## src/rtl/mips_defs.sv

```systemverilog
// Shared MIPS decode constants for the HI/LO unit, hazard unit and control unit.
// Also holds the multiply/divide sequencer state type and small decode helpers.
package mips_defs;

  localparam logic [5:0] OP_R_TYPE   = 6'b000000;

  localparam logic [5:0] FUNCT_MFHI  = 6'b010000;
  localparam logic [5:0] FUNCT_MTHI  = 6'b010001;
  localparam logic [5:0] FUNCT_MFLO  = 6'b010010;
  localparam logic [5:0] FUNCT_MTLO  = 6'b010011;
  localparam logic [5:0] FUNCT_MULT  = 6'b011000;
  localparam logic [5:0] FUNCT_MULTU = 6'b011001;
  localparam logic [5:0] FUNCT_DIV   = 6'b011010;
  localparam logic [5:0] FUNCT_DIVU  = 6'b011011;

  typedef enum logic [1:0] {
    MD_IDLE = 2'd0,
    MD_RUN  = 2'd1,
    MD_FIN  = 2'd2
  } md_state_t;

  function automatic logic is_muldiv(input logic [5:0] funct);
    return (funct == FUNCT_MULT) || (funct == FUNCT_MULTU) ||
           (funct == FUNCT_DIV)  || (funct == FUNCT_DIVU);
  endfunction

  // True when a decode-stage instruction reads or writes HI/LO.
  function automatic logic uses_hilo(input logic [5:0] op, input logic [5:0] funct);
    return (op == OP_R_TYPE) &&
           (is_muldiv(funct) || (funct == FUNCT_MFHI) || (funct == FUNCT_MFLO) ||
            (funct == FUNCT_MTHI) || (funct == FUNCT_MTLO));
  endfunction

endpackage

```

## src/rtl/muldiv_sequencer_if.sv

```systemverilog
// Pipeline-side connection of the multiply/divide sequencer.
// ID_EX_Start is a valid-only strobe: it is taken when the unit is idle; while
// Busy, MD_Stall holds the producer off, and a Start seen then is dropped.
interface muldiv_sequencer_if #(parameter int WIDTH = 32);
  logic             ID_EX_Start;
  logic [5:0]       ID_EX_Funct;
  logic [WIDTH-1:0] ID_EX_A;
  logic [WIDTH-1:0] ID_EX_B;
  logic [5:0]       IF_ID_OP;
  logic [5:0]       IF_ID_Funct;
  logic             MD_Stall;
  logic             Busy;
  logic [WIDTH-1:0] HI;
  logic [WIDTH-1:0] LO;

  modport master (
    output ID_EX_Start, ID_EX_Funct, ID_EX_A, ID_EX_B, IF_ID_OP, IF_ID_Funct,
    input  MD_Stall, Busy, HI, LO
  );

  modport slave (
    input  ID_EX_Start, ID_EX_Funct, ID_EX_A, ID_EX_B, IF_ID_OP, IF_ID_Funct,
    output MD_Stall, Busy, HI, LO
  );
endinterface

```

## src/rtl/md_iter_core.sv

```systemverilog
// One-bit-per-step datapath: shift-add multiply or restoring divide on unsigned
// magnitudes. {hi, lo} ends as the product, or as {remainder, quotient}.
module md_iter_core #(
  parameter int WIDTH = 32
) (
  input  logic             clk,
  input  logic             rst_n,
  input  logic             load,
  input  logic             step,
  input  logic             is_div,
  input  logic [WIDTH-1:0] a,
  input  logic [WIDTH-1:0] b,
  output logic [WIDTH-1:0] hi,
  output logic [WIDTH-1:0] lo
);

  logic [WIDTH-1:0] op_b;
  logic [WIDTH:0]   add_sum;
  logic [WIDTH:0]   shifted;
  logic [WIDTH:0]   diff;

  // The partial remainder is shifted one bit wider, so the borrow of the trial
  // subtract decides the quotient bit.
  always_comb begin
    add_sum = {1'b0, hi} + (lo[0] ? {1'b0, op_b} : '0);
    shifted = {hi, lo[WIDTH-1]};
    diff    = shifted - {1'b0, op_b};
  end

  always_ff @(posedge clk) begin
    if (!rst_n) begin
      op_b <= '0;
      hi   <= '0;
      lo   <= '0;
    end else if (load) begin
      op_b <= b;
      hi   <= '0;
      lo   <= a;
    end else if (step) begin
      if (!is_div) begin
        hi <= add_sum[WIDTH:1];
        lo <= {add_sum[0], lo[WIDTH-1:1]};
      end else if (!diff[WIDTH]) begin
        hi <= diff[WIDTH-1:0];
        lo <= {lo[WIDTH-2:0], 1'b1};
      end else begin
        hi <= shifted[WIDTH-1:0];
        lo <= {lo[WIDTH-2:0], 1'b0};
      end
    end
  end

endmodule

```

## src/rtl/muldiv_sequencer.sv

```systemverilog
// HI/LO owner beside EX: sequences iterative MULT/MULTU/DIV/DIVU, handles
// MTHI/MTLO and raises the combinational HI/LO stall for the hazard unit.
module muldiv_sequencer
  import mips_defs::*;
#(
  parameter int WIDTH = 32
) (
  input  logic                 CLK,
  input  logic                 RST_n,
  muldiv_sequencer_if.slave    md,
  output md_state_t            state_dbg
);

  localparam int              CNT_W = $clog2(WIDTH);
  localparam logic [CNT_W-1:0] LAST = CNT_W'(WIDTH - 1);

  md_state_t        state, state_nx;
  logic [CNT_W-1:0] cnt;
  logic             load, step, busy;
  logic             op_div, neg_q, neg_r, div_zero;
  logic [WIDTH-1:0] a_raw, hi_q, lo_q;
  logic [WIDTH-1:0] core_hi, core_lo, abs_a, abs_b, fin_hi, fin_lo;
  logic             op_signed;
  logic             accept;

  assign accept    = md.ID_EX_Start && is_muldiv(md.ID_EX_Funct);
  assign op_signed = (md.ID_EX_Funct == FUNCT_MULT) || (md.ID_EX_Funct == FUNCT_DIV);
  assign abs_a     = (op_signed && md.ID_EX_A[WIDTH-1]) ? -md.ID_EX_A : md.ID_EX_A;
  assign abs_b     = (op_signed && md.ID_EX_B[WIDTH-1]) ? -md.ID_EX_B : md.ID_EX_B;

  always_ff @(posedge CLK) begin
    if (!RST_n) state <= MD_IDLE;
    else        state <= state_nx;
  end

  always_comb begin
    state_nx = state;
    load     = 1'b0;
    step     = 1'b0;
    case (state)
      MD_IDLE: if (accept) begin
        load     = 1'b1;
        state_nx = MD_RUN;
      end
      MD_RUN: begin
        step = 1'b1;
        if (cnt == LAST) state_nx = MD_FIN;
      end
      MD_FIN:  state_nx = MD_IDLE;
      default: state_nx = MD_IDLE;
    endcase
  end

  // Divide by zero bypasses sign correction and returns the raw dividend.
  always_comb begin
    fin_hi = core_hi;
    fin_lo = core_lo;
    if (!op_div) begin
      if (neg_q) {fin_hi, fin_lo} = -{core_hi, core_lo};
    end else if (div_zero) begin
      fin_hi = a_raw;
      fin_lo = '1;
    end else begin
      if (neg_q) fin_lo = -core_lo;
      if (neg_r) fin_hi = -core_hi;
    end
  end

  always_ff @(posedge CLK) begin
    if (!RST_n) begin
      cnt      <= '0;
      op_div   <= 1'b0;
      neg_q    <= 1'b0;
      neg_r    <= 1'b0;
      div_zero <= 1'b0;
      a_raw    <= '0;
      hi_q     <= '0;
      lo_q     <= '0;
    end else begin
      if (load) begin
        cnt      <= '0;
        op_div   <= (md.ID_EX_Funct == FUNCT_DIV) || (md.ID_EX_Funct == FUNCT_DIVU);
        neg_q    <= op_signed && (md.ID_EX_A[WIDTH-1] ^ md.ID_EX_B[WIDTH-1]);
        neg_r    <= op_signed && md.ID_EX_A[WIDTH-1];
        div_zero <= (md.ID_EX_B == '0);
        a_raw    <= md.ID_EX_A;
      end else if (step) begin
        cnt <= cnt + CNT_W'(1);
      end
      if (state == MD_IDLE && md.ID_EX_Start && md.ID_EX_Funct == FUNCT_MTHI) hi_q <= md.ID_EX_A;
      if (state == MD_IDLE && md.ID_EX_Start && md.ID_EX_Funct == FUNCT_MTLO) lo_q <= md.ID_EX_A;
      if (state == MD_FIN) begin
        hi_q <= fin_hi;
        lo_q <= fin_lo;
      end
    end
  end

  md_iter_core #(.WIDTH(WIDTH)) u_core (
    .clk    (CLK),
    .rst_n  (RST_n),
    .load   (load),
    .step   (step),
    .is_div (op_div),
    .a      (abs_a),
    .b      (abs_b),
    .hi     (core_hi),
    .lo     (core_lo)
  );

  assign busy        = (state != MD_IDLE);
  assign md.Busy     = busy;
  assign md.HI       = hi_q;
  assign md.LO       = lo_q;
  assign md.MD_Stall = (busy || accept) && uses_hilo(md.IF_ID_OP, md.IF_ID_Funct);
  assign state_dbg   = state;

endmodule

```

## src/flat_wrapper.sv

```systemverilog
// flat-port wrapper written by rule: the top's interface ports become plain ports
module muldiv_sequencer_flat import mips_defs::*;
#(
  parameter int WIDTH = 32
)
  (CLK, RST_n, state_dbg, md_ID_EX_Start, md_ID_EX_Funct, md_ID_EX_A, md_ID_EX_B, md_IF_ID_OP, md_IF_ID_Funct, md_MD_Stall, md_Busy, md_HI, md_LO);
  muldiv_sequencer_if #(.WIDTH(WIDTH)) md_i ();
  input  logic CLK;
  input  logic RST_n;
  output md_state_t state_dbg;
  input wire logic [$bits(md_i.ID_EX_Start)-1:0] md_ID_EX_Start;
  input wire logic [$bits(md_i.ID_EX_Funct)-1:0] md_ID_EX_Funct;
  input wire logic [$bits(md_i.ID_EX_A)-1:0] md_ID_EX_A;
  input wire logic [$bits(md_i.ID_EX_B)-1:0] md_ID_EX_B;
  input wire logic [$bits(md_i.IF_ID_OP)-1:0] md_IF_ID_OP;
  input wire logic [$bits(md_i.IF_ID_Funct)-1:0] md_IF_ID_Funct;
  output wire logic [$bits(md_i.MD_Stall)-1:0] md_MD_Stall;
  output wire logic [$bits(md_i.Busy)-1:0] md_Busy;
  output wire logic [$bits(md_i.HI)-1:0] md_HI;
  output wire logic [$bits(md_i.LO)-1:0] md_LO;
  assign md_i.ID_EX_Start = md_ID_EX_Start;
  assign md_i.ID_EX_Funct = md_ID_EX_Funct;
  assign md_i.ID_EX_A = md_ID_EX_A;
  assign md_i.ID_EX_B = md_ID_EX_B;
  assign md_i.IF_ID_OP = md_IF_ID_OP;
  assign md_i.IF_ID_Funct = md_IF_ID_Funct;
  assign md_MD_Stall = md_i.MD_Stall;
  assign md_Busy = md_i.Busy;
  assign md_HI = md_i.HI;
  assign md_LO = md_i.LO;
  muldiv_sequencer #(.WIDTH(WIDTH)) u_core (.CLK(CLK), .RST_n(RST_n), .md(md_i), .state_dbg(state_dbg));
endmodule
```

## config.mk

```make
export PLATFORM = sky130hd
export DESIGN_NAME = muldiv_sequencer_flat
export DESIGN_NICKNAME = d
export VERILOG_FILES = /design/src/rtl/mips_defs.sv /design/src/rtl/muldiv_sequencer_if.sv /design/src/rtl/md_iter_core.sv /design/src/rtl/muldiv_sequencer.sv /design/src/flat_wrapper.sv
export SDC_FILE = /design/constraint.sdc
export NUM_CORES = 1
export LEC_CHECK = 0
export ABC_AREA = 1
export BUFFER_PORTS_ARGS = -buffer_cell sky130_fd_sc_hd__buf_4
export CELL_PAD_IN_SITES_DETAIL_PLACEMENT = 1
export CELL_PAD_IN_SITES_GLOBAL_PLACEMENT = 1
export CORE_ASPECT_RATIO = 1.2
export CORE_UTILIZATION = 38
export DETAILED_ROUTE_END_ITERATION = 10
export PLACE_DENSITY = 0.78
export SLEW_MARGIN = 40
export SYNTH_ARGS = -nofsm -noshare
export SYNTH_HDL_FRONTEND = slang
export SYNTH_SLANG_ARGS = --single-unit
```

## constraint.sdc

```tcl
create_clock -name CLK -period 2.4 [get_ports CLK]
set_input_delay 0.24 -clock CLK [delete_from_list [all_inputs] [get_ports CLK]]
set_output_delay 0.24 -clock CLK [all_outputs]
set_load 0.02 [all_outputs]
```

==> flow_summary.yaml, run 1 <==
outcome:
  status: "complete, but fails checks"
  violations: "negative setup slack"
timing:
  rsz0062_at_grt: "yes"
  relSlewSlack: 0.460
  fin_skew_ns: 0.0361
  worst_slack_ns: -0.223
  finalSetupViolCount: 26
  worst_slew_pin_slew_ns: 0.811
  tns_ns: -0.998
  fin_crit_sh: 1.09
  hold_viol_final: 0
  post-route-min-period_ns: 2.62
  max_freq_mhz: 381
  hold_ws_ns: 0.0141
  slew_viol_final: 0
global_routing:
  grtUsageMet3: 0.0411
  met1_usage: 0.419
  grt_pass1_vias: 25700
  grt_max_degree: 87
  gr-max-usage-layer: "met2"
  track_usage: 0.380
  use_met2: 0.644
  antenna_found_initial: 1
  grt_pass1_wl_mm: 151
  gr-total-overflow: 0
drt:
  antenna_left: 0
  drc: 0
  drt_wl_total_mm: 108
  viasPerCell: 5.83
  wl_per_cell_um: 23.8
  drt-pass1-iter-count: 6
  drtIter0Drc: 2306
  num_vias: 26500
min_path:
  min_from: "md_ID_EX_A[4]"
  hold_class: "in2reg"
power_and_ir_drop:
  peakVddDrop_uv: 493
  p_per_area_nw_per_um2: 463
  combinationalPowerShare: 0.387
  p_seq_frac: 0.290
  p_int_uw: 7230
  power.leakage_uw: 0.0133
  clock_power_share: 0.323
  p_sw_uw: 4870
  swShare: 0.402
layout:
  area_growth_syn_to_layout_pct: 35.1
  mostFrequentLayoutCells: "nand2_1 (963), inv_1 (540), buf_4 (487)"
  drive_gt1_frac: 0.229
  diodes: 0
  fin_area_sq_um: 26200
  layout_commonest_cell: "nand2_1"
  nets: 4049
die:
  ioPinCount: 153
  core_sq_um: 50300
  die_h_um: 249
  rows: 90
  die_w_um: 208
  dieArea_sq_um: 51900
  start_util: 0.385
placement:
  dp_worst_setup_slack_ns: -0.223
  gp_congestion: 1.05
  placed_area_sq_um: 23500
  hpwl_mm: 79.5
  portBuffers: 149
setup_path:
  crit_path_end_kind: "register"
  slowest_stage: "dfxtp_4"
  crit_path_frequent_cell: "nand2_1"
  cp_max_fo: 17
  start_kind: "register"
  critPathTopFamily: "simple AND/OR/NAND/NOR gates"
  worstSetupStartpoint: "u_core.u_core.lo[0]"
  required_ns: 2.92
  crit_type: "reg2reg"
  r2r_start: "u_core.u_core.lo[0]"
  cpPeakStageDelay_ns: 0.39
  path_cells: "buf_12 -> nand2_1 -> inv_1 -> ha_2 -> nand2_1 -> nand2_1 -> nand2_1 -> nand2_1 -> a21oi_1 -> nand2_2 -> nand2_2 -> nand2_1 -> nand2_1 -> nand3_1 -> nand2_1 -> inv_1 -> a21oi_1"
  critPathBufInv: 3
  arrival_ns: 3.14
clock_network:
  cts_tree: "built"
  clk_pin_slew_ns: 0.06
  ctsHtreeMaxLevel: 1
  cts.sinks: 203
  cts_inserted_buffers: 26
  clock_path_buffers: 3
  clock_latency_ns: 0.59
  clock-root-buffer: "clkbuf_16"
yosys:
  dominantRegCellSynth: "dfxtp_1"
  ys_seq_area_frac: 0.210
  syn_avg_cell_area_sq_um: 5.58
  async_flop_share: 0
  syn_nets: 3626
  synth_edf_count: 0
  netlist_area_sq_um: 19400
  syn_inst: 3469
  yosysWarningCount: 0
  synth_seq_cells: 203
  yosysUniqueCellTypes: 60
run:
  maxCapViolations: 0
per-layer routing:
layer  up-vias  share of wire  routed length (um)
li1      12000              -                   -
met1     12700           0.36               39400
met2      1243           0.46               50100
met3       503          0.064                6950
met4         2           0.11               11700
met5         -       0.000092                  10
registers in the layout, indices dropped and copies added (netlist names):
signal	flops
u_core.a_raw	32
u_core.state_dbg	2
u_core.neg_r	1
u_core.u_core.lo	32
u_core.neg_q	1
u_core.cnt	5
u_core.div_zero	1
u_core.u_core.hi	32
u_core.u_core.op_b	32
u_core.md.LO	32
u_core.md.HI	32
u_core.op_div	1
worst reg2reg max path: cells and delay by family (launching register included):
| family | cells | cell delay (ns) |
|---|---|---|
| compound gates | 2 | 0.36 |
| simple gates | 11 | 1.24 |
| buf+inv | 3 | 0.30 |
| flops | 1 | 0.39 |
| fa+ha+maj | 1 | 0.31 |
metrics by stage:
step,power [uW],utilization,cells
2_1_floorplan,5690,-,3469
3_3_place_gp,7300,0.467,4473
3_5_place_dp,7360,0.467,4473
4_1_cts,11400,0.492,4537
5_1_grt,12500,0.520,4552
6_report,12100,0.520,4552
cells in the mapped netlist (3+ instances only):
| cell | instances | area share |
|---|---|---|
| nand2_1 | 1036 | 0.20 |
| inv_1 | 553 | 0.11 |
| nand3_1 | 336 | 0.087 |
| nor2_1 | 309 | 0.060 |
| a21oi_1 | 223 | 0.058 |
| dfxtp_1 | 203 | 0.21 |
| o21ai_0 | 188 | 0.049 |
| clkbuf_1 | 91 | 0.018 |
| ha_1 | 70 | 0.045 |
| nand4_1 | 49 | 0.016 |
| a31oi_1 | 44 | 0.014 |
| xor2_1 | 35 | 0.016 |
| nor3_1 | 33 | 0.0085 |
| o31ai_1 | 31 | 0.012 |
| o211ai_1 | 29 | 0.011 |
| buf_2 | 28 | 0.0072 |
| o21ai_1 | 16 | 0.0041 |
| buf_1 | 14 | 0.0027 |
| nand3b_1 | 14 | 0.0054 |
| o22ai_1 | 14 | 0.0045 |
| a211oi_1 | 13 | 0.0050 |
| nor2_2 | 11 | 0.0036 |
| inv_2 | 10 | 0.0019 |
| o21bai_1 | 9 | 0.0035 |
| o221ai_1 | 9 | 0.0041 |
| xnor2_1 | 9 | 0.0041 |
| nand2_2 | 8 | 0.0026 |
| a32oi_1 | 6 | 0.0027 |
| and3_1 | 6 | 0.0019 |
| nor2_4 | 6 | 0.0035 |
| nor4_1 | 6 | 0.0019 |
| o32ai_1 | 6 | 0.0027 |
| or2_2 | 6 | 0.0019 |
| and2_1 | 4 | 0.0013 |
| buf_6 | 4 | 0.0023 |
| a21o_1 | 3 | 0.0012 |
| buf_4 | 3 | 0.0012 |
| nand2_4 | 3 | 0.0017 |
| nor3_2 | 3 | 0.0016 |
kinds of logic (layout without fill, tap and decap cells):
kind of cell	Yosys count	count (layout)	synth area share
and+or+nand+nor	1840	1843	0.404
buffers and inverters	706	1142	0.141
adders and majority gates	72	72	0.0473
DFF	203	203	0.210
xor gates and xnor gates	44	44	0.0199
AOI/OAI and AO/OA	604	604	0.178
final timing paths:
kind	cells after the start	slack [ns]	end
hold reg to reg	2	0.45	u_core.a_raw[27]
hold / removal	3	0.01	u_core.md.LO[4]
setup / recovery	17	-0.22	u_core.u_core.hi[30]
setup reg to reg	17	-0.22	u_core.u_core.hi[30]
power groups by stage:
stage / Sequential, uW / Combinational, uW / Clock [uW]
3_5_place_dp: 3570 / 3790 / 0
3_3_place_gp: 3570 / 3720 / 0
4_1_cts: 3500 / 4010 / 3910
5_1_grt: 3510 / 4930 / 4020
2_1_floorplan: 3560 / 2130 / 0
6_report: 3510 / 4690 / 3900
area by class of cell:
cell class                      instances  area (sq um)
Multi-Input combinational cell       2563         14000
Timing Repair Buffer                  533          4330
Clock buffer                           35           724
Clock inverter                          9          73.8
Tap cell                              644           806
Sequential cell                       203          4140
Inverter                              565          2130
Fill cell                            6955         24200
what timing repair did:
item | CTS | global route
gates resized for setup | 67 | 278
pin swaps | 7 | 40
hold endpoints to repair | 21 | 0
hold buffers | 18 | 0
setup buffers | 0 | 12
endpoints found under the setup margin | 38 | 62
cloned | 2 | 3
Note: power is estimated with default switching activity, not from simulation.
==> run 2: changes to the inputs <==
--- a/config.mk
+++ b/config.mk
@@ -12,7 +12,7 @@
 export CORE_ASPECT_RATIO = 1.2
 export CORE_UTILIZATION = 38
 export DETAILED_ROUTE_END_ITERATION = 10
-export PLACE_DENSITY = 0.78
+export PLACE_DENSITY_LB_ADDON = 0.1
 export SLEW_MARGIN = 40
 export SYNTH_ARGS = -nofsm -noshare
 export SYNTH_HDL_FRONTEND = slang
==> run 2 against run 1 <==
Effect of this change:
- the run still ends with negative setup slack left
- sequential power about the same
- fmax decreased by 0.76%
- largest cell class unchanged
- routed wire length increased by 8.6%
- first-iteration DRC count decreased by 16%
==> flow_summary.yaml, run 2 (same netlist as run 1, synthesis figures left out) <==
global_routing:
  antenna_found_initial: 0
  gr-total-overflow: 0
  grt_pass1_vias: 27200
  track_usage: 0.415
  grt_pass1_wl_mm: 164
  grt_max_degree: 87
timing:
  tns_ns: -4.26
  rsz0062_at_grt: "yes"
  hold_ws_ns: 0.0130
  worst_slack_ns: -0.243
  max_freq_mhz: 378
  finalSetupViolCount: 34
  relSlewSlack: 0.453
  post-route-min-period_ns: 2.64
  worst_slew_pin_slew_ns: 0.818
  hold_viol_final: 0
  fin_crit_sh: 1.10
  slew_viol_final: 0
  fin_skew_ns: 0.0242
drt:
  wl_per_cell_um: 25.6
  num_vias: 26800
  drc: 0
  drt_wl_total_mm: 117
  antenna_left: 0
  viasPerCell: 5.84
  drt-pass1-iter-count: 5
  drtIter0Drc: 1926
setup_path:
  cpPeakStageDelay_ns: 0.40
  arrival_ns: 3.15
  rrSetupSlack_ns: -0.24
  crit_type: "reg2reg"
  cp_max_fo: 6
  crit_path_end_kind: "register"
  path_cells: "buf_12 -> nand2_1 -> inv_2 -> ha_4 -> nand2_2 -> buf_4 -> nor2_1 -> nand2_1 -> nand2_2 -> nand2_1 -> nand2_4 -> nand2_1 -> nand3b_1 -> nand3_1 -> nand2_1 -> inv_1 -> a21oi_1"
  start_kind: "register"
  crit_path_frequent_cell: "nand2_1"
  slowest_stage: "dfxtp_4"
  required_ns: 2.90
layout:
  fin_area_sq_um: 27400
  area_growth_syn_to_layout_pct: 41.6
  layout_commonest_cell: "nand2_1"
  fill_cells: 6867
  diodes: 0
  finalNonFillerCells: 4597
  drive_gt1_frac: 0.278
  nets: 4090
  mostFrequentLayoutCells: "nand2_1 (891), buf_4 (520), inv_1 (517)"
clock_network:
  clock_latency_ns: 0.59
  ctsHtreeMaxLevel: 1
  cts.sinks: 203
  cts_inserted_buffers: 26
  clock-root-buffer: "clkbuf_16"
  cts_tree: "built"
  clk_pin_slew_ns: 0.07
  clock_path_buffers: 3
placement:
  place_inst: 4498
  hpwl_mm: 86.7
  dp_worst_setup_slack_ns: -0.292
  gp_congestion: 1.03
  portBuffers: 149
  placed_area_sq_um: 23700
min_path:
  hold_class: "in2reg"
power_and_ir_drop:
  peakVddDrop_uv: 570
  p_per_area_nw_per_um2: 486
  power.leakage_uw: 0.0139
die:
  core_sq_um: 50300
  die_w_um: 208
  start_util: 0.385
  dieArea_sq_um: 51900
  die_h_um: 249
  rows: 90
  ioPinCount: 153
run:
  maxCapViolations: 0
outcome:
  violations: "negative setup slack"
  status: "complete, but fails checks"
-- run 2: changes by cell type in the layout (fill, tap and decap cells not counted), sizes merged --
cell / before / now
clkinv: 8 / 7
clkbuf: 36 / 38
buf: 514 / 558
inv: 565 / 564
bufinv: 0 / 6
dlygate4sd3: 18 / 13
-- run 2: report_power, final --
group | switching, uW | internal [uW] | total [uW]
logic | 3310 | 1810 | 5120
clock network | 1810 | 2890 | 4710
registers | 69.6 | 3430 | 3500
-- run 2: per-stage QoR --
step | util | total power (uW)
after floorplan | - | 5690
after global placement | 0.471 | 7390
after detailed placement | 0.471 | 7520
after CTS | 0.508 | 12700
after global routing | 0.545 | 13800
final | 0.545 | 13300
-- run 2: path summary, 6_finish.rpt --
check / from / endpoint / cells past startpoint
min: md_ID_EX_A[4] / u_core.md.LO[4] / 3
max: u_core.u_core.lo[0] / u_core.u_core.hi[22] / 17
min reg2reg: u_core.a_raw[23] / u_core.a_raw[23] / 2
max reg2reg: u_core.u_core.lo[0] / u_core.u_core.hi[22] / 17
-- run 2: metal layers --
layer | vias up | GRT usage | part of all wire
li1 | 12100 | - | -
met1 | 12900 | 0.425 | 0.34
met2 | 1200 | 0.732 | 0.48
met3 | 561 | 0.0574 | 0.062
met4 | 0 | 0.384 | 0.12
met5 | - | 0 | 0
-- run 2: final cells by class --
cell class                      instances  area (sq um)  area share
Clock buffer                           35           776      0.0283
Clock inverter                         13           218     0.00794
Inverter                              565          2130      0.0775
Multi-Input combinational cell       2563         14600       0.534
Sequential cell                       203          4110       0.150
Tap cell                              644           806      0.0294
Timing Repair Buffer                  574          4740       0.173
-- run 2: worst max-delay path, delay by kind of cell, from the launching register on --
kind | cells | cell delay, ns
simple gates | 11 | 1.30
compound gates | 1 | 0.12
fa+ha+maj | 1 | 0.30
buf+inv | 4 | 0.43
flops | 1 | 0.40
-- run 2: timing repair --
| action | 4_1_cts | 5_1_grt |
|---|---|---|
| setup buffers | 9 | 24 |
| pin swaps | 32 | 136 |
| resized for setup | 140 | 418 |
| hold buffers | 13 | 0 |
| hold endpoints to repair | 15 | 0 |
| setup endpoints to repair | 51 | 69 |
| gates cloned | 5 | 4 |
